`src/rtl/keypad_pkg.sv`:
```
// keypad_pkg: shared debounce states, op indices and event encoders for the keypad scanner
package keypad_pkg;
  typedef enum logic [1:0] {IDLE, CONFIRM, HELD, RELEASE} state_t;
  localparam int OP_ADD = 0;
  localparam int OP_SUB = 1;
  localparam int OP_MUL = 2;
  localparam int OP_DIV = 3;
  localparam int OP_EQ  = 4;
  localparam int OP_AC  = 5;
  localparam int OP_NEG = 6;
  function automatic int enc_key(int code);
    return code;
  endfunction
  function automatic int enc_op(int idx, int dw);
    return (1 << (dw - 1)) | idx;
  endfunction
endpackage

```
`src/rtl/keypad_scanner_if.sv`:
```
// keypad_scanner_if: valid/ready key event channel from scanner to calculator core
interface keypad_scanner_if #(parameter int DATA_W = 5);
  logic [DATA_W-1:0] o_data;
  logic              o_valid;
  logic              i_ready;
  modport master (output o_data, o_valid, input i_ready);
  modport slave  (input o_data, o_valid, output i_ready);
endinterface

```
`src/rtl/key_event_fifo.sv`:
```
// key_event_fifo: first-word-fall-through queue with count-based full/empty and sticky drop flag
module key_event_fifo #(
  parameter int DATA_W     = 5,
  parameter int FIFO_DEPTH = 4
) (
  input  logic              clk,
  input  logic              rst_n,
  input  logic              push,
  input  logic [DATA_W-1:0] din,
  input  logic              pop,
  output logic [DATA_W-1:0] dout,
  output logic              valid,
  output logic              overflow
);
  localparam int AW = $clog2(FIFO_DEPTH);
  localparam int CW = $clog2(FIFO_DEPTH + 1);
  logic [DATA_W-1:0] mem [FIFO_DEPTH];
  logic [AW-1:0]     rd, wr;
  logic [CW-1:0]     cnt;
  logic              full, do_pop, do_push;
  assign valid   = cnt != '0;
  assign full    = cnt == CW'(FIFO_DEPTH);
  assign do_pop  = pop && valid;
  assign do_push = push && (!full || do_pop);
  assign dout    = valid ? mem[rd] : '0;
  always_ff @(posedge clk)
    if (do_push) mem[wr] <= din;
  always_ff @(posedge clk)
    if (!rst_n) begin
      rd       <= '0;
      wr       <= '0;
      cnt      <= '0;
      overflow <= 1'b0;
    end else begin
      if (do_push) wr <= wr == AW'(FIFO_DEPTH - 1) ? '0 : wr + 1'b1;
      if (do_pop) rd <= rd == AW'(FIFO_DEPTH - 1) ? '0 : rd + 1'b1;
      cnt <= cnt + CW'(do_push) - CW'(do_pop);
      if (push && !do_push) overflow <= 1'b1;
    end
endmodule

```
`src/rtl/keypad_scanner.sv`:
```
// keypad_scanner: row-scanned key matrix plus op pins, frame-debounced into a queued key event stream
module keypad_scanner
  import keypad_pkg::*;
#(
  parameter int ROWS           = 4,
  parameter int COLS           = 4,
  parameter int N_OPS          = 7,
  parameter int SETTLE_CYCLES  = 2,
  parameter int DEBOUNCE_SCANS = 2,
  parameter int FIFO_DEPTH     = 4
) (
  input  logic              clk,
  input  logic              rst_n,
  output logic [ROWS-1:0]   o_word_lines,
  input  logic [COLS-1:0]   i_bit_lines,
  input  logic [N_OPS-1:0]  i_ops,
  output logic              o_overflow,
  keypad_scanner_if.master  ev
);
  localparam int CW     = $clog2(ROWS * COLS);
  localparam int OW     = $clog2(N_OPS);
  localparam int DATA_W = 1 + (CW > OW ? CW : OW);
  localparam int SW     = SETTLE_CYCLES > 1 ? $clog2(SETTLE_CYCLES) : 1;
  localparam int RW     = $clog2(ROWS);
  localparam int NW     = $clog2(DEBOUNCE_SCANS + 1);
  logic [SW-1:0]     sc;
  logic [RW-1:0]     r;
  logic              last, frame_end;
  logic [N_OPS-1:0]  op_mask, mask_n;
  logic              key_hit, hit_n, row_hit, pressed, push;
  logic [DATA_W-1:0] key_code, code_n, row_code, fcode, cand, cand_n;
  logic [NW-1:0]     cnt, cnt_n, cnt_inc;
  int                op_idx;
  state_t            state, state_n;
  assign last         = sc == SW'(SETTLE_CYCLES - 1);
  assign frame_end    = last && r == RW'(ROWS - 1);
  assign o_word_lines = ROWS'(1) << r;
  always_ff @(posedge clk)
    if (!rst_n) begin
      sc <= '0;
      r  <= '0;
    end else begin
      sc <= last ? '0 : sc + 1'b1;
      if (last) r <= frame_end ? '0 : r + 1'b1;
    end
  // The current sample is folded in combinationally so the frame result is ready on the final sample edge.
  always_comb begin
    row_hit  = 1'b0;
    row_code = '0;
    op_idx   = 0;
    for (int c = 0; c < COLS; c++)
      if (i_bit_lines[c]) begin
        row_hit  = 1'b1;
        row_code = DATA_W'(int'(r) * COLS + c);
      end
    mask_n = op_mask | i_ops;
    for (int i = N_OPS - 1; i >= 0; i--)
      if (mask_n[i]) op_idx = i;
    hit_n   = key_hit | row_hit;
    code_n  = row_hit ? row_code : key_code;
    pressed = (|mask_n) || hit_n;
    fcode   = |mask_n ? DATA_W'(enc_op(op_idx, DATA_W)) : DATA_W'(enc_key(int'(code_n)));
  end
  always_ff @(posedge clk)
    if (!rst_n || (last && frame_end)) begin
      op_mask  <= '0;
      key_hit  <= 1'b0;
      key_code <= '0;
    end else if (last) begin
      op_mask  <= mask_n;
      key_hit  <= hit_n;
      key_code <= code_n;
    end
  always_ff @(posedge clk)
    if (!rst_n) begin
      state <= IDLE;
      cand  <= '0;
      cnt   <= '0;
    end else begin
      state <= state_n;
      cand  <= cand_n;
      cnt   <= cnt_n;
    end
  assign cnt_inc = cnt + 1'b1;
  always_comb begin
    state_n = state;
    cand_n  = cand;
    cnt_n   = cnt;
    push    = 1'b0;
    if (frame_end)
      case (state)
        IDLE:
          if (pressed) begin
            cand_n  = fcode;
            cnt_n   = NW'(1);
            state_n = DEBOUNCE_SCANS == 1 ? HELD : CONFIRM;
          end
        CONFIRM:
          if (!pressed) state_n = IDLE;
          else if (fcode == cand) begin
            cnt_n   = cnt_inc;
            state_n = cnt_inc == NW'(DEBOUNCE_SCANS) ? HELD : CONFIRM;
          end else begin
            cand_n = fcode;
            cnt_n  = NW'(1);
          end
        HELD:
          if (!pressed) begin
            cnt_n   = NW'(1);
            push    = DEBOUNCE_SCANS == 1;
            state_n = DEBOUNCE_SCANS == 1 ? IDLE : RELEASE;
          end
        RELEASE:
          if (pressed) state_n = HELD;
          else begin
            cnt_n   = cnt_inc;
            push    = cnt_inc == NW'(DEBOUNCE_SCANS);
            state_n = push ? IDLE : RELEASE;
          end
        default: state_n = IDLE;
      endcase
  end
  key_event_fifo #(.DATA_W(DATA_W), .FIFO_DEPTH(FIFO_DEPTH)) u_fifo (
    .clk      (clk),
    .rst_n    (rst_n),
    .push     (push),
    .din      (cand),
    .pop      (ev.i_ready),
    .dout     (ev.o_data),
    .valid    (ev.o_valid),
    .overflow (o_overflow)
  );
endmodule

```
`src/flat_wrapper.sv`:
```
// flat-port wrapper written by rule: the top's interface ports become plain ports
module keypad_scanner_flat import keypad_pkg::*;
#(
  parameter int ROWS           = 4,
  parameter int COLS           = 4,
  parameter int N_OPS          = 7,
  parameter int SETTLE_CYCLES  = 2,
  parameter int DEBOUNCE_SCANS = 2,
  parameter int FIFO_DEPTH     = 4
)
  (clk, rst_n, o_word_lines, i_bit_lines, i_ops, o_overflow, ev_o_data, ev_o_valid, ev_i_ready);
  keypad_scanner_if #(.DATA_W(5)) ev_i ();
  input  logic clk;
  input  logic rst_n;
  output logic [ROWS-1:0] o_word_lines;
  input  logic [COLS-1:0] i_bit_lines;
  input  logic [N_OPS-1:0] i_ops;
  output logic o_overflow;
  output wire logic [$bits(ev_i.o_data)-1:0] ev_o_data;
  output wire logic [$bits(ev_i.o_valid)-1:0] ev_o_valid;
  input wire logic [$bits(ev_i.i_ready)-1:0] ev_i_ready;
  assign ev_o_data = ev_i.o_data;
  assign ev_o_valid = ev_i.o_valid;
  assign ev_i.i_ready = ev_i_ready;
  keypad_scanner #(.ROWS(ROWS), .COLS(COLS), .N_OPS(N_OPS), .SETTLE_CYCLES(SETTLE_CYCLES), .DEBOUNCE_SCANS(DEBOUNCE_SCANS), .FIFO_DEPTH(FIFO_DEPTH)) u_core (.clk(clk), .rst_n(rst_n), .o_word_lines(o_word_lines), .i_bit_lines(i_bit_lines), .i_ops(i_ops), .o_overflow(o_overflow), .ev(ev_i));
endmodule
```
`config.mk`:
```
export PLATFORM = sky130hd
export DESIGN_NAME = keypad_scanner_flat
export DESIGN_NICKNAME = d
export VERILOG_FILES = /design/src/rtl/keypad_pkg.sv /design/src/rtl/keypad_scanner_if.sv /design/src/rtl/key_event_fifo.sv /design/src/rtl/keypad_scanner.sv /design/src/flat_wrapper.sv
export SDC_FILE = /design/constraint.sdc
export NUM_CORES = 1
export LEC_CHECK = 0
export ABC_AREA = 1
export CORE_AREA = 2 2 82 84
export DETAILED_ROUTE_END_ITERATION = 10
export DIE_AREA = 0 0 84 86
export HOLD_SLACK_MARGIN = 0.06
export PLACE_DENSITY = 0.66
export SETUP_SLACK_MARGIN = 0.15
export SLEW_MARGIN = 20
export SYNTH_ARGS = -nofsm -noshare
export SYNTH_HDL_FRONTEND = slang
export SYNTH_SLANG_ARGS = --single-unit
```
`constraint.sdc`:
```
create_clock -name clk -period 3.77 [get_ports clk]
set_clock_uncertainty 0.1 [all_clocks]
set_input_delay 0.9425 -clock clk [delete_from_list [all_inputs] [get_ports clk]]
set_output_delay 0.9425 -clock clk [all_outputs]
set_load 0.02 [all_outputs]
```
## Word level (Yosys, flattened, before mapping)

Memory sizes are Yosys's and may differ from the RTL's. A register that Yosys moved wholly into a read port is not among the register bits.
Index checks and enable logic that the tools add are counted.

| word-level totals | value |
|---|---|
| register bits | 33 |
| memory bits (writable) | 20 |
| input port bits | 14 |
| output and inout bits | 11 |
| word-level logic and storage cells | 106 |
| memories | 1 |

Memory list:

| name | depth | bits a word | rd ports | clocked after Yosys merged registers in | write ports | line | RTL |
|---|---|---|---|---|---|---|---|
| u_core.u_fifo.mem | 4 | 5 | 1 | 1 | 1 | key_event_fifo.sv:17 | `logic [DATA_W-1:0] mem [FIFO_DEPTH];` |

| operators by class | value |
|---|---|
| add/sub/neg operators | 10 |
| equal/unequal tests | 15 |
| shift operators | 1 |
| multiplexer cells | 45 |
| bitwise operators | 3 |
| reduce and logical (&&, ||, !) cells | 19 |

Operators by type and width:

| operator | count |
|---|---|
| 2-to-1 mux 5 bit | 9 |
| 2-to-1 mux 2 bit | 16 |
| 2-to-1 mux 3 bit | 7 |
| one-hot mux 2 bit (4 select lines) | 2 |
| equality test 2 bit (second input constant) | 6 |
| adder 4 x 2 -> 5 bit (second input constant) | 2 |
| one-hot mux 5 bit (2 select lines) | 1 |
| AND reduction 5 bit | 2 |
| 2-to-1 mux 1 bit | 9 |
| adder 2 x 1 -> 2 bit (second input constant) | 4 |
| OR 7 bit | 1 |
| OR reduction 7 bit | 1 |
| inequality test 2 bit (second input constant) | 3 |
| adder 4 x 1 -> 5 bit (second input constant) | 1 |
| equality test 5 bit | 1 |
| logical AND 1 bit | 5 |
| 2-to-1 mux 4 bit | 1 |
| inequality test 2 x 1 -> 1 bit (second input constant) | 2 |
| AND reduction 4 bit | 1 |
| << shifter 1 x 2 -> 4 bit (first input constant) | 1 |
| adder 3 x 1 -> 3 bit | 1 |
| equality test 3 bit (second input constant) | 1 |
| logical NOT 1 bit | 3 |
| logical OR 1 bit | 3 |
| other kinds (10) | 10 |

## Depth between registers and ports, before layout

Gate-level depths: netlist of run 1.

| depth | value |
|---|---|
| depth after elaboration | 13 |
| mapped depth | 17 |
| mapped depth without buffers | 17 |

## Hierarchy

A second synthesis of run 1 with hierarchy kept.

| second synthesis, totals | value |
|---|---|
| cells, all modules | 354 |
| area, all modules | 2869.0 um2 |

Modules (own cells, without submodules):

| module | instances | cells each | area an instance (um2) | sequential area each (um2) |
|---|---|---|---|---|
| keypad_scanner | 1 | 221 | 1532.7 | 500.5 |
| key_event_fifo | 1 | 133 | 1336.3 | 800.8 |

## Least setup slack after synthesis of run 1

Ideal clock, no wire load.

| timing | value |
|---|---|
| path kind | input to register |
| start point | input i_ops[6] |
| end point | register u_core.u_fifo.cnt[2] |
| setup time | 0.070 ns |
| arrival | 2.786 ns |
| required time | 3.600 ns |
| slack | 0.814 ns |
| stages on the path | 16 |
| path buffers | 0 |
| path through | or2_4 nor2_8 nand2_4 clkinv_4 nand4_1 inv_1 nand4_1 nor2_2 inv_2 o21bai_1 ha_1 inv_1 fa_1 inv_1 o21ai_0 a21oi_1 |

| between the ends | value |
|---|---|
| word-level cells in the longest chain between the ends | 9 |

RTL lines:

| item | line | RTL |
|---|---|---|
| start, declared | flat_wrapper.sv:17 | `input logic [N_OPS-1:0] i_ops;` |
| OR 7 bit | keypad_scanner.sv:56 | `mask_n = op_mask \| i_ops;` |
| OR reduction 7 bit | keypad_scanner.sv:61 | `pressed = (\|mask_n) \|\| hit_n;` |
| logical OR 1 bit | keypad_scanner.sv:61 |  |
| 2-to-1 mux 1 bit | keypad_scanner.sv:114 | `if (pressed) state_n = HELD;` |
| 2-to-1 mux 1 bit | -- |  |
| 2-to-1 mux 1 bit | keypad_scanner.sv:90 | `if (frame_end)` |
| logical AND 1 bit | key_event_fifo.sv:24 | `assign do_push = push && (!full \|\| do_pop);` |
| adder 3 x 1 -> 3 bit | key_event_fifo.sv:37 | `cnt <= cnt + CW'(do_push) - CW'(do_pop);` |
| subtractor 3 x 1 -> 3 bit | key_event_fifo.sv:37 |  |
| end signal, assigned | key_event_fifo.sv:37 |  |
| end, declared | key_event_fifo.sv:19 | `logic [CW-1:0] cnt;` |

Every way passes these cells.
A chain may end at the register's enable or synchronous reset.

## Final worst setup path of run 1

| timing | value |
|---|---|
| start point | input i_ops[6] |
| end point | register u_core.u_fifo.cnt[1] |

The elaborated chain is that of the path after synthesis.

==> results.py, run 1 <==
metrics = {
    "timing": {
        "fmax_mhz": 302.2,
        "fin_crit_ns": 3.309,
        "hold_viol": 0,
        "rsz0062_at_grt": "false",
        "finalSetupViolations": 0,
        "worstMarginPinSlew_ns": 0.7849,
        "fin_crit_sh_pct": 87.78,
        "tns_ns": 0,
        "relSlewSlack_pct": 47.27,
        "drv_slew": 0,
    },
    "critical_path": {
        "path_common_cell": "nor2_1",
        "critPathMaxStageDelay_ns": 0.44,
        "end_kind": "flip-flop",
        "required_ns": 3.91,
        "worstPathCellList": "clkdlybuf4s50_1, or2_4, nor2_8, nand2_4, clkinv_4, nand3_2, nor4_1, nor2_1, o21bai_1, ha_1, inv_1, fa_1, nor2_1",
        "slowest_stage": "clkdlybuf4s50_1",
        "cp.arrival_ns": 3.45,
        "worst-setup-path-type": "input port to flip-flop",
        "crit_fanout": 7,
        "worst_setup_path_start_kind": "input port",
    },
    "clock_network": {
        "htree_levels": 2,
        "cts_tree": "yes",
        "cts.path.max_buffers": 2,
        "clk_pin_slew_ns": 0.09,
        "cts_sinks": 55,
        "postCtsHoldBufs": 0,
        "cts_buffers": 5,
        "cts_setup_buffers": 0,
        "cts_resized": 0,
        "clock_latency_ns": 0.30,
        "cts_root_buf": "clkbuf_8",
    },
    "cells_and_area": {
        "mostFrequentLayoutCell": "nor2_1",
        "areaGrowthSynthToFinish_pct": 15.73,
        "multi_input_area_um2": 1267,
        "layout-drive-gt1-share_pct": 11.27,
        "layout_common_cells": "70 x nor2_1, 40 x nand2_1, 38 x inv_1, 35 x dfxtp_1, 24 x clkdlybuf4s50_1",
        "regArea_um2": 1301,
        "fin_cells": 432,
        "nets": 380,
        "nFillCells": 609,
        "n_antenna_cell": 0,
    },
    "detailed_routing": {
        "vias": 2076,
        "routedWlPerCell_um": 11.16,
        "ant_nets": 0,
        "drtIter0Drc": 78,
        "routed_wl_mm": 4.822,
        "vias_per_cell": 4.806,
        "first_pass_iters": 4,
        "drcViolationCount": 0,
    },
    "grt": {
        "grt_pass1_wl_mm": 8.293,
        "grt_pass1_vias": 1871,
        "grt_start_max_net_pins": 18,
        "overflow": 0,
        "antenna_found_initial": 0,
        "grt_use_total_pct": 14.05,
    },
    "yosys": {
        "synthFlopType": "dfxtp_1",
        "avgSynthCellArea_um2": 8.418,
        "synth_edf_count": 20,
        "syn_inst": 327,
        "synthesis.nets": 353,
        "seq_area_frac_synth_pct": 47.27,
        "syn_area_um2": 2753,
        "async_reset_ff_share_pct": 0,
        "synth_cell_types": 35,
        "ys_seq_elements": 55,
        "yosys_warnings": 0,
    },
    "outcome": {
        "outcome": "finished, final reports clean",
    },
    "floorplanning": {
        "die_w_um": 84,
        "num_io_pins": 25,
        "start_util_pct": 43.85,
        "rows": 29,
        "coreArea_um2": 6277,
        "dieHeight_um": 86,
        "fp.dieArea_um2": 7224,
    },
    "placed_design": {
        "place_hpwl_mm": 3.664,
        "numPlacedInstances": 424,
        "portBuffers": 24,
        "place_congestion": 0.8349,
    },
    "pwr": {
        "p_sw_share_pct": 31.06,
        "p_switching_w": 0.0004737,
        "internal-power_w": 0.001052,
        "ir_drop_mv": 0.3523,
        "leakagePower_nw": 1.311,
        "combPwrFrac_pct": 28.9,
        "p_clk_share_pct": 25.0,
        "power_frac_seq_pct": 46.2,
        "p_per_area_nw_per_um2": 478.8,
    },
    "run": {
        "max_cap_violations": 0,
    },
    "worst_hold_path": {
        "hp-class": "flip-flop to flip-flop",
    },
}
synthesized netlist by cell type, types with 2 or more instances:
cell	count	share of area, %
o21ai_0	18	3.3
dfxtp_1	35	25
nor2_1	70	9.5
nor2_2	5	1.1
inv_2	3	0.41
nand4_1	6	1.4
nand3_1	11	2.0
xnor2_1	2	0.64
ha_1	11	5.0
nand2_4	4	1.6
nor4_1	2	0.45
nand3b_1	4	1.1
o21bai_1	3	0.82
nand2_2	8	1.8
nor2_8	2	1.5
inv_1	38	5.2
edfxtp_1	20	22
a21oi_1	20	3.6
nand2_1	40	5.5
clkbuf_1	3	0.41
nor2_4	2	0.82
a211oi_1	3	0.82
nand3_2	4	1.5
buf_2	2	0.36
per-layer routing:
metal / wire length, um / part of all wire [%] / up-vias / GRT usage [%]
met4: 51 / 1.1 / 0 / 4.252
met3: 160 / 3.3 / 6 / 3.369
met1: 2258 / 47 / 921 / 16.90
met5: 0 / 0 / - / 0
met2: 2351 / 49 / 31 / 25.02
li1: - / - / 1118 / -
power by group through the flow:
stage | registers (W) | clock network [W] | logic (W)
2_1_floorplan | 0.000698 | 0 | 0.000294
3_3_place_gp | 0.000717 | 0 | 0.000439
3_5_place_dp | 0.000718 | 0 | 0.000445
4_1_cts | 0.000704 | 0.000394 | 0.000447
5_1_grt | 0.000712 | 0.000415 | 0.000498
6_report | 0.000704 | 0.000381 | 0.000440
layout make-up:
class | instances | share of cell area, %
clock buffers | 6 | 2.278
clock inverters | 2 | 1.178
inverters | 42 | 5.106
multi-input cells | 225 | 39.79
flip-flops and latches | 55 | 40.85
well taps | 77 | 3.024
repair buffers | 25 | 7.777
per-stage QoR:
| step | total power [W] | worst slack, ns | area (um^2) | hold slack (ns) | util, % |
|---|---|---|---|---|---|
| after CTS | 0.001545 | 0.4492 | 3186 | 0.3480 | 50.75 |
| after global placement | 0.001156 | 0.2118 | 3075 | 0.3317 | 48.99 |
| final | 0.001525 | 0.4608 | 3186 | 0.3435 | 50.75 |
| after floorplan | 0.0009918 | 0.8139 | 2753 | 0.3187 | - |
| after detailed placement | 0.001163 | 0.1338 | 3075 | 0.3319 | 48.99 |
| after global routing | 0.001625 | 0.2494 | 3186 | 0.3716 | 50.75 |
kinds of logic (layout without fill, tap and decap cells):
family | Yosys count | count (layout) | share of synthesized area, %
compound gates | 50 | 50 | 10.18
xor+xnor | 2 | 2 | 0.6365
fa+ha+maj | 12 | 12 | 5.727
buf+inv | 47 | 75 | 6.682
flops | 55 | 55 | 47.27
simple gates | 161 | 161 | 29.50
flip-flops by register name (all words and copies together), names as in the netlist, 2 cells and up, named ones only:
name and flops:
u_core.cand 5, u_core.r 2, u_core.op_mask 7, u_core.u_fifo.wr 2
u_core.u_fifo.mem 20, u_core.u_fifo.cnt 3, u_core.state 2, u_core.key_code 5
u_core.cnt 2, u_core.u_fifo.rd 2
worst paths after layout:
path	cells past startpoint	to	start	slack [ns]
worst max-delay path	13	u_core.u_fifo.cnt[1]$_SDFF_PN0_	i_ops[6]	0.46
worst min register to register	2	u_core.key_code[4]$_SDFFE_PP0P_	u_core.key_code[4]$_SDFFE_PP0P_	0.34
worst min-delay path	2	u_core.key_code[4]$_SDFFE_PP0P_	u_core.key_code[4]$_SDFFE_PP0P_	0.34
worst max register to register	12	u_core.u_fifo.cnt[1]$_SDFF_PN0_	u_core.op_mask[6]$_SDFFE_PP0P_	1.20
critical path, delay by kind of cell:
kind | cells | cell delay (ns)
and+or+nand+nor | 7 | 1.18
adders and majority gates | 2 | 0.59
buffers and inverters | 3 | 0.56
AOI/OAI and AO/OA | 1 | 0.18
Power figures use the tool's default switching activity.
==> inputs of run 2 (changes only) <==
Settings changed: SETUP_SLACK_MARGIN 0.15 to default.
==> results of run 2 <==
Same layout as run 1: the final DEF is identical, and so are final timing and power.
==> inputs of run 3 (changes only) <==
Settings changed: CELL_PAD_IN_SITES_DETAIL_PLACEMENT from default to 2, CELL_PAD_IN_SITES_GLOBAL_PLACEMENT from default to 2, CORE_AREA 2 2 82 84 to 2 2 92 94, DIE_AREA 0 0 84 86 to 0 0 94 96, PLACE_DENSITY 0.66 to 0.81, SETUP_SLACK_MARGIN from default to 0.15.
==> run 3 against run 2 <==
  * Core utilization down 9.9 points
  * Routed wire length grew 44%
  * Maximum frequency is 0.90% lower
  * Critical path type unchanged
  * Sequential share of layout area down 1.2 points
  * Clock power grew 5.2%
  * Cell area grew 3.1%
  * Total power grew 4.2%
  * Largest power group unchanged
==> results.py, run 3 (synthesis gave the netlist of run 1 again) <==
metrics = {
    "cells_and_area": {
        "reg_top3": "u_core.u_fifo.mem (20), u_core.op_mask (7)",
        "n_antenna_cell": 0,
        "layout_common_cells": "70 x nor2_1, 40 x nand2_1, 38 x inv_1, 35 x dfxtp_1, 24 x clkdlybuf4s50_1",
        "largest_register_ffs": 20,
        "nets": 388,
        "areaGrowthSynthToFinish_pct": 19.36,
        "mostFrequentLayoutCell": "nor2_1",
        "nFillCells": 909,
        "design_area_um2": 3286,
        "regMostFlops": "u_core.u_fifo.mem",
        "layout-drive-gt1-share_pct": 13.22,
    },
    "grt": {
        "grt_pass1_vias": 2433,
        "antenna_found_initial": 0,
        "overflow": 0,
        "grt_start_max_net_pins": 18,
        "grt_pass1_wl_mm": 11.36,
        "grt_use_total_pct": 16.00,
    },
    "critical_path": {
        "rrSetupSlack_ns": 1.11,
        "crit_buf_inv": 3,
        "cp.arrival_ns": 3.50,
        "r2r-end": "u_core.u_fifo.cnt[2]$_SDFF_PN0_",
        "worst-setup-path-type": "input port to flip-flop",
        "worst_r2r_path_depth": 12,
        "slowest_stage": "clkdlybuf4s50_1",
        "end_kind": "flip-flop",
        "r2r_start": "u_core.last$_SDFF_PP0_",
        "crit_fanout": 6,
        "worstPathCellList": "clkdlybuf4s50_1, nor2_4, nand2_2, nor2_8, nand2_4, clkinv_4, nand3_2, nor4_1, nor2_1, o21bai_1, ha_1, inv_1, fa_1, nor2_1",
        "worst_setup_path_start_kind": "input port",
        "path_common_cell": "nor2_1",
        "cpLargestDelayFamily": "simple AND/OR/NAND/NOR gates",
        "critPathMaxStageDelay_ns": 0.46,
        "required_ns": 3.93,
    },
    "floorplanning": {
        "fp.dieArea_um2": 9024,
        "coreArea_um2": 8051,
        "rows": 33,
        "num_io_pins": 25,
        "start_util_pct": 34.19,
        "dieHeight_um": 96,
        "die_w_um": 94,
    },
    "outcome": {
        "outcome": "finished, final reports clean",
    },
    "pwr": {
        "p_clk_share_pct": 25.2,
        "power_w": 0.001589,
        "p_sw_share_pct": 32.76,
        "p_per_area_nw_per_um2": 483.7,
        "internal-power_w": 0.001069,
        "ir_drop_mv": 0.1781,
        "leakagePower_nw": 1.350,
        "power_frac_seq_pct": 44.5,
        "p_switching_w": 0.0005207,
        "combPwrFrac_pct": 30.3,
    },
    "detailed_routing": {
        "vias_per_cell": 4.861,
        "first_pass_iters": 4,
        "drcViolationCount": 0,
        "ant_nets": 0,
        "drtIter0Drc": 52,
        "routed_wl_mm": 6.930,
        "vias": 2275,
        "routedWlPerCell_um": 14.81,
    },
    "clock_network": {
        "clock_latency_ns": 0.31,
        "cts.path.max_buffers": 2,
        "cts_tree": "yes",
        "postCtsHoldBufs": 0,
        "cts_sinks": 55,
        "cts_root_buf": "clkbuf_8",
        "htree_levels": 2,
        "cts_buffers": 5,
        "clk_pin_slew_ns": 0.11,
    },
    "run": {
        "max_cap_violations": 0,
    },
    "timing": {
        "worstMarginPinSlew_ns": 0.5493,
        "fin_crit_sh_pct": 88.57,
        "finalSetupViolations": 0,
        "fmax_mhz": 299.5,
        "holdWs_ns": 0.3555,
        "drv_slew": 0,
        "rsz0062_at_grt": "false",
        "relSlewSlack_pct": 63.04,
        "hold_viol": 0,
        "tns_ns": 0,
        "fin_crit_ns": 3.339,
    },
    "worst_hold_path": {
        "hold_depth": 2,
        "hold_end": "u_core.key_code[4]$_SDFFE_PP0P_",
        "hold_start": "u_core.key_code[4]$_SDFFE_PP0P_",
        "hp-class": "flip-flop to flip-flop",
    },
    "placed_design": {
        "portBuffers": 24,
        "place_congestion": 0.7496,
        "place_hpwl_mm": 5.278,
        "place_area_um2": 3141,
    },
}
-- run 3: cell count changes in the layout (fill, tap and decap cells not counted) --
cell	delta
buf_4	+8
nor2_2	-1
nor2_4	+1
-- run 3: routing by layer --
metal	vias to the layer above	part of all wire, %	GRT usage (%)
met5	-	0	0
met4	0	0.81	3.382
met3	5	1.9	2.741
met2	24	55	31.31
met1	1116	42	18.13
li1	1130	-	-
-- run 3: cell type report --
type / count / area, um^2 / area share [%]
Inverter: 42 / 162.7 / 4.950
Clock buffer: 6 / 72.57 / 2.209
Clock inverter: 2 / 37.54 / 1.142
Multi-Input combinational cell: 225 / 1272 / 38.73
Sequential cell: 55 / 1301 / 39.60
Tap cell: 105 / 131.4 / 3.998
Timing Repair Buffer: 33 / 307.8 / 9.368
-- run 3: worst max-delay path by stage --
| stage | from | endpoint | slack [ns] | cells past startpoint |
|---|---|---|---|---|
| 2_1_floorplan | i_ops[6] | u_core.u_fifo.cnt[2]$_SDFF_PN0_ | 0.81 | 16 |
| 3_3_place_gp | i_ops[0] | u_core.u_fifo.cnt[1]$_SDFF_PN0_ | 0.10 | 14 |
| 3_5_place_dp | i_ops[1] | u_core.u_fifo.cnt[1]$_SDFF_PN0_ | 0.04 | 14 |
| 4_1_cts | i_ops[1] | u_core.u_fifo.cnt[1]$_SDFF_PN0_ | 0.36 | 14 |
| 5_1_grt | i_ops[2] | u_core.u_fifo.cnt[2]$_SDFF_PN0_ | 0.14 | 18 |
| 6_report | i_ops[2] | u_core.u_fifo.cnt[1]$_SDFF_PN0_ | 0.43 | 14 |
-- run 3: worst reg2reg max path, delay by kind of cell, from the launching register on --
kind                     cells  cell delay, ns
AND/OR/NAND/NOR              3            0.60
AO/OA/AOI/OAI                3            0.35
flip-flops                   1            0.65
buffers and inverters        4            0.42
adder cells (fa/ha/maj)      2            0.51
-- run 3: stage by stage --
step | worst slack, ns | util, % | instances
2_1_floorplan | 0.8139 | - | 327
3_3_place_gp | 0.1000 | 39.01 | 456
3_5_place_dp | 0.03809 | 39.01 | 456
4_1_cts | 0.3604 | 40.37 | 464
5_1_grt | 0.1392 | 40.81 | 468
6_report | 0.4307 | 40.81 | 468
-- run 3: what timing repair did --
action,in CTS,in global routing
buffers inserted,0,4
resized for setup,0,1
setup endpoints to repair,0,1
-- run 3: power by group through the flow --
| stage | logic [W] | clock network (W) | registers, W |
|---|---|---|---|
| after global placement | 0.000464 | 0 | 0.000719 |
| after detailed placement | 0.000487 | 0 | 0.000722 |
| after global routing | 0.000542 | 0.000432 | 0.000716 |
| after CTS | 0.000489 | 0.000413 | 0.000708 |
| after floorplan | 0.000294 | 0 | 0.000698 |
| final | 0.000482 | 0.000401 | 0.000707 |
==> RTL change, RTL diff (flow settings as in run 3) <==
Re-encode `state_t` (4 states) as Gray code, 2 bits wide.
--- a/src/rtl/keypad_pkg.sv
+++ b/src/rtl/keypad_pkg.sv
@@ -1,6 +1,6 @@
 // keypad_pkg: shared debounce states, op indices and event encoders for the keypad scanner
 package keypad_pkg;
-  typedef enum logic [1:0] {IDLE, CONFIRM, HELD, RELEASE} state_t;
+  typedef enum logic [1:0] {IDLE = 2'b00, CONFIRM = 2'b01, HELD = 2'b11, RELEASE = 2'b10} state_t;
   localparam int OP_ADD = 0;
   localparam int OP_SUB = 1;
   localparam int OP_MUL = 2;
Check against the original RTL: no difference found for any inputs over 10 cycles, from zero or initial values and one cycle with rst_n low; not proved beyond that.
==> RTL change against run 3 <==
Routed wire length up 1.9%; final area is 1.5% higher; sequential cell count unchanged; count of clock-buffer cells in the layout is 1 lower; worst setup slack gained 67 ps; final cell count increased by 2.4%; critical endpoint is now u_core.u_fifo.cnt[2]; total power fell by 6.4%; highest routed layer unchanged; synthesized area rose by 3.4%.
==> RTL change: results (changes against run 3) <==
dr.pass1.iters: 3  # -1
grt_pass1_vias: 2513  # +3.3%
crit_arrival_ps: 3370  # -130 ps
synthTopCellsByCount: "72 x nor2_1, 44 x inv_1, 44 x nand2_1"
portBuffers: 24  # unchanged
hpwl_um: 5540  # +5.0%
seq_area_sq_um: 1300  # unchanged
antenna_cells: 0  # unchanged
grt_overflow: 0  # unchanged
clkSlewWorstSetupHoldPaths_ps: 100
ir_worst_vdd_uv: 128  # -28%
num-fill-cells: 949  # +4.4%
drt_iter0_markers: 20  # -62%
cts_buffer_depth: 2  # unchanged
gr-usage-all-layers_pct: 16.8  # +0.79 points
gp_congestion: 0.717  # -4.4%
vias: 2318  # +1.9%
yosys-mux-area-fraction_pct: 0  # unchanged
synthTopCellsByArea: "dfxtp_1 25%, edfxtp_1 21%, nor2_1 9.5%, ha_1 6.6%, inv_1 5.8%"
cts-buffers-inserted: 5  # unchanged
vias_per_cell: 4.84  # -0.45%
avgSynthCellArea_sq_um: 8.37  # -0.54%
cts_resized: 0  # unchanged
yosysTopAreaCell: "dfxtp_1"
wl_per_cell_um: 14.7  # -0.41%
async_flop_share_pct: 0  # unchanged
post_dp_cell_area_sq_um: 3240  # +3.3%
worstSkewPairLatency_ps: 310  # about the same
largestRegisters: "u_core.u_fifo.mem (20), u_core.op_mask (7)"
synthXorXnorAreaFrac_pct: 0.615  # -0.021 points
dp.cells: 471  # +3.3%
powerSeq_w: 0.000704
power.switching_w: 0.000511  # -1.9%
layout.nets: 403  # +3.9%
comb-power_w: 0.000445  # -7.7%
swShare_pct: 34.3  # +1.6 points
hold_violations: 0  # unchanged
setup_tns_ps: 0  # unchanged
synth_fp_nets: 370  # +4.8%
drive_gt1_share_pct: 11.5  # -1.7 points
worst-path-max-fanout: 8  # +2
outcome: "finished, final reports clean"
cts-root-buf: "clkbuf_8"
grt_pass1_wl_um: 12000  # +5.3%
worst_slew_pin_slew_ps: 517  # -32.6 ps
htree_num_levels: 2  # unchanged
hold_class: "flop to flop"
synth_cell_types: 35  # unchanged
grt_start_max_net_pins: 19  # +1
synth-compound-area-share_pct: 10.1  # -0.072 points
p_leak_nw: 1.43  # +6.0%
antenna_found_initial: 0  # unchanged
place_ws_ps: 181  # +143 ps
synth-seq-area-share_pct: 45.7  # -1.6 points
synth-adder-area-share_pct: 7.30  # +1.6 points
cts_setup_buffers: 0  # unchanged
yosysWarnings: 0  # unchanged
synth_edf_count: 20  # unchanged
RTL change: cell types whose count changed after synthesis, sizes merged, moves of 2 or more:
cell / run 3 / this run
inv: 41 / 46
o21bai: 3 / 1
a211oi: 3 / 5
o21ai: 20 / 22
ha: 11 / 15
nor4: 2 / 0
nor2: 79 / 82
RTL change: logic make-up (layout without fill, tap and decap cells):
group / after synthesis / count (layout)
compound gates: 52 / 52
xor+xnor: 2 / 2
fa+ha+maj: 16 / 16
buf+inv: 51 / 85
flops: 55 / 55
simple gates: 164 / 164
RTL change: layout make-up:
class	instances	area share, %
multi-input cells	234	40.4
inverters	46	5.18
flip-flops and latches	55	39.0
well taps	105	3.94
clock buffers	5	2.06
repair buffers	31	8.78
clock inverters	3	0.675
RTL change: final timing paths:
path / start / slack, ps / depth (start not counted) / end
worst max register to register: u_core.u_fifo.cnt[1] / 1140 / 13 / u_core.u_fifo.cnt[2]
worst min-delay path: u_core.u_fifo.overflow / 380 / 1 / u_core.u_fifo.overflow
worst min register to register: u_core.u_fifo.overflow / 380 / 1 / u_core.u_fifo.overflow
worst max-delay path: i_ops[2] / 500 / 14 / u_core.u_fifo.cnt[2]
RTL change: per-layer routing:
layer  routed length [um]  up-vias  global-route usage (%)  share of wire (%)
li1                     -     1167                       -                  -
met1                 3100     1117                    19.3                 44
met2                 3760       26                    32.3                 53
met3                  132        8                    2.51                1.9
met4                   73        0                    4.59                1.0
met5                    0        -                       0                  0
RTL change: critical path: stages:
cell and delay (ps):
clkdlybuf4s50_1 420, nor2_1 180, nand2_2 130, nor2_8 110, nand3_4 130, nor2_4 170, nand4_4 90, o21bai_1 160
ha_1 160, inv_1 50, fa_1 400, xor2_1 170, o21ai_0 180, a21oi_1 60
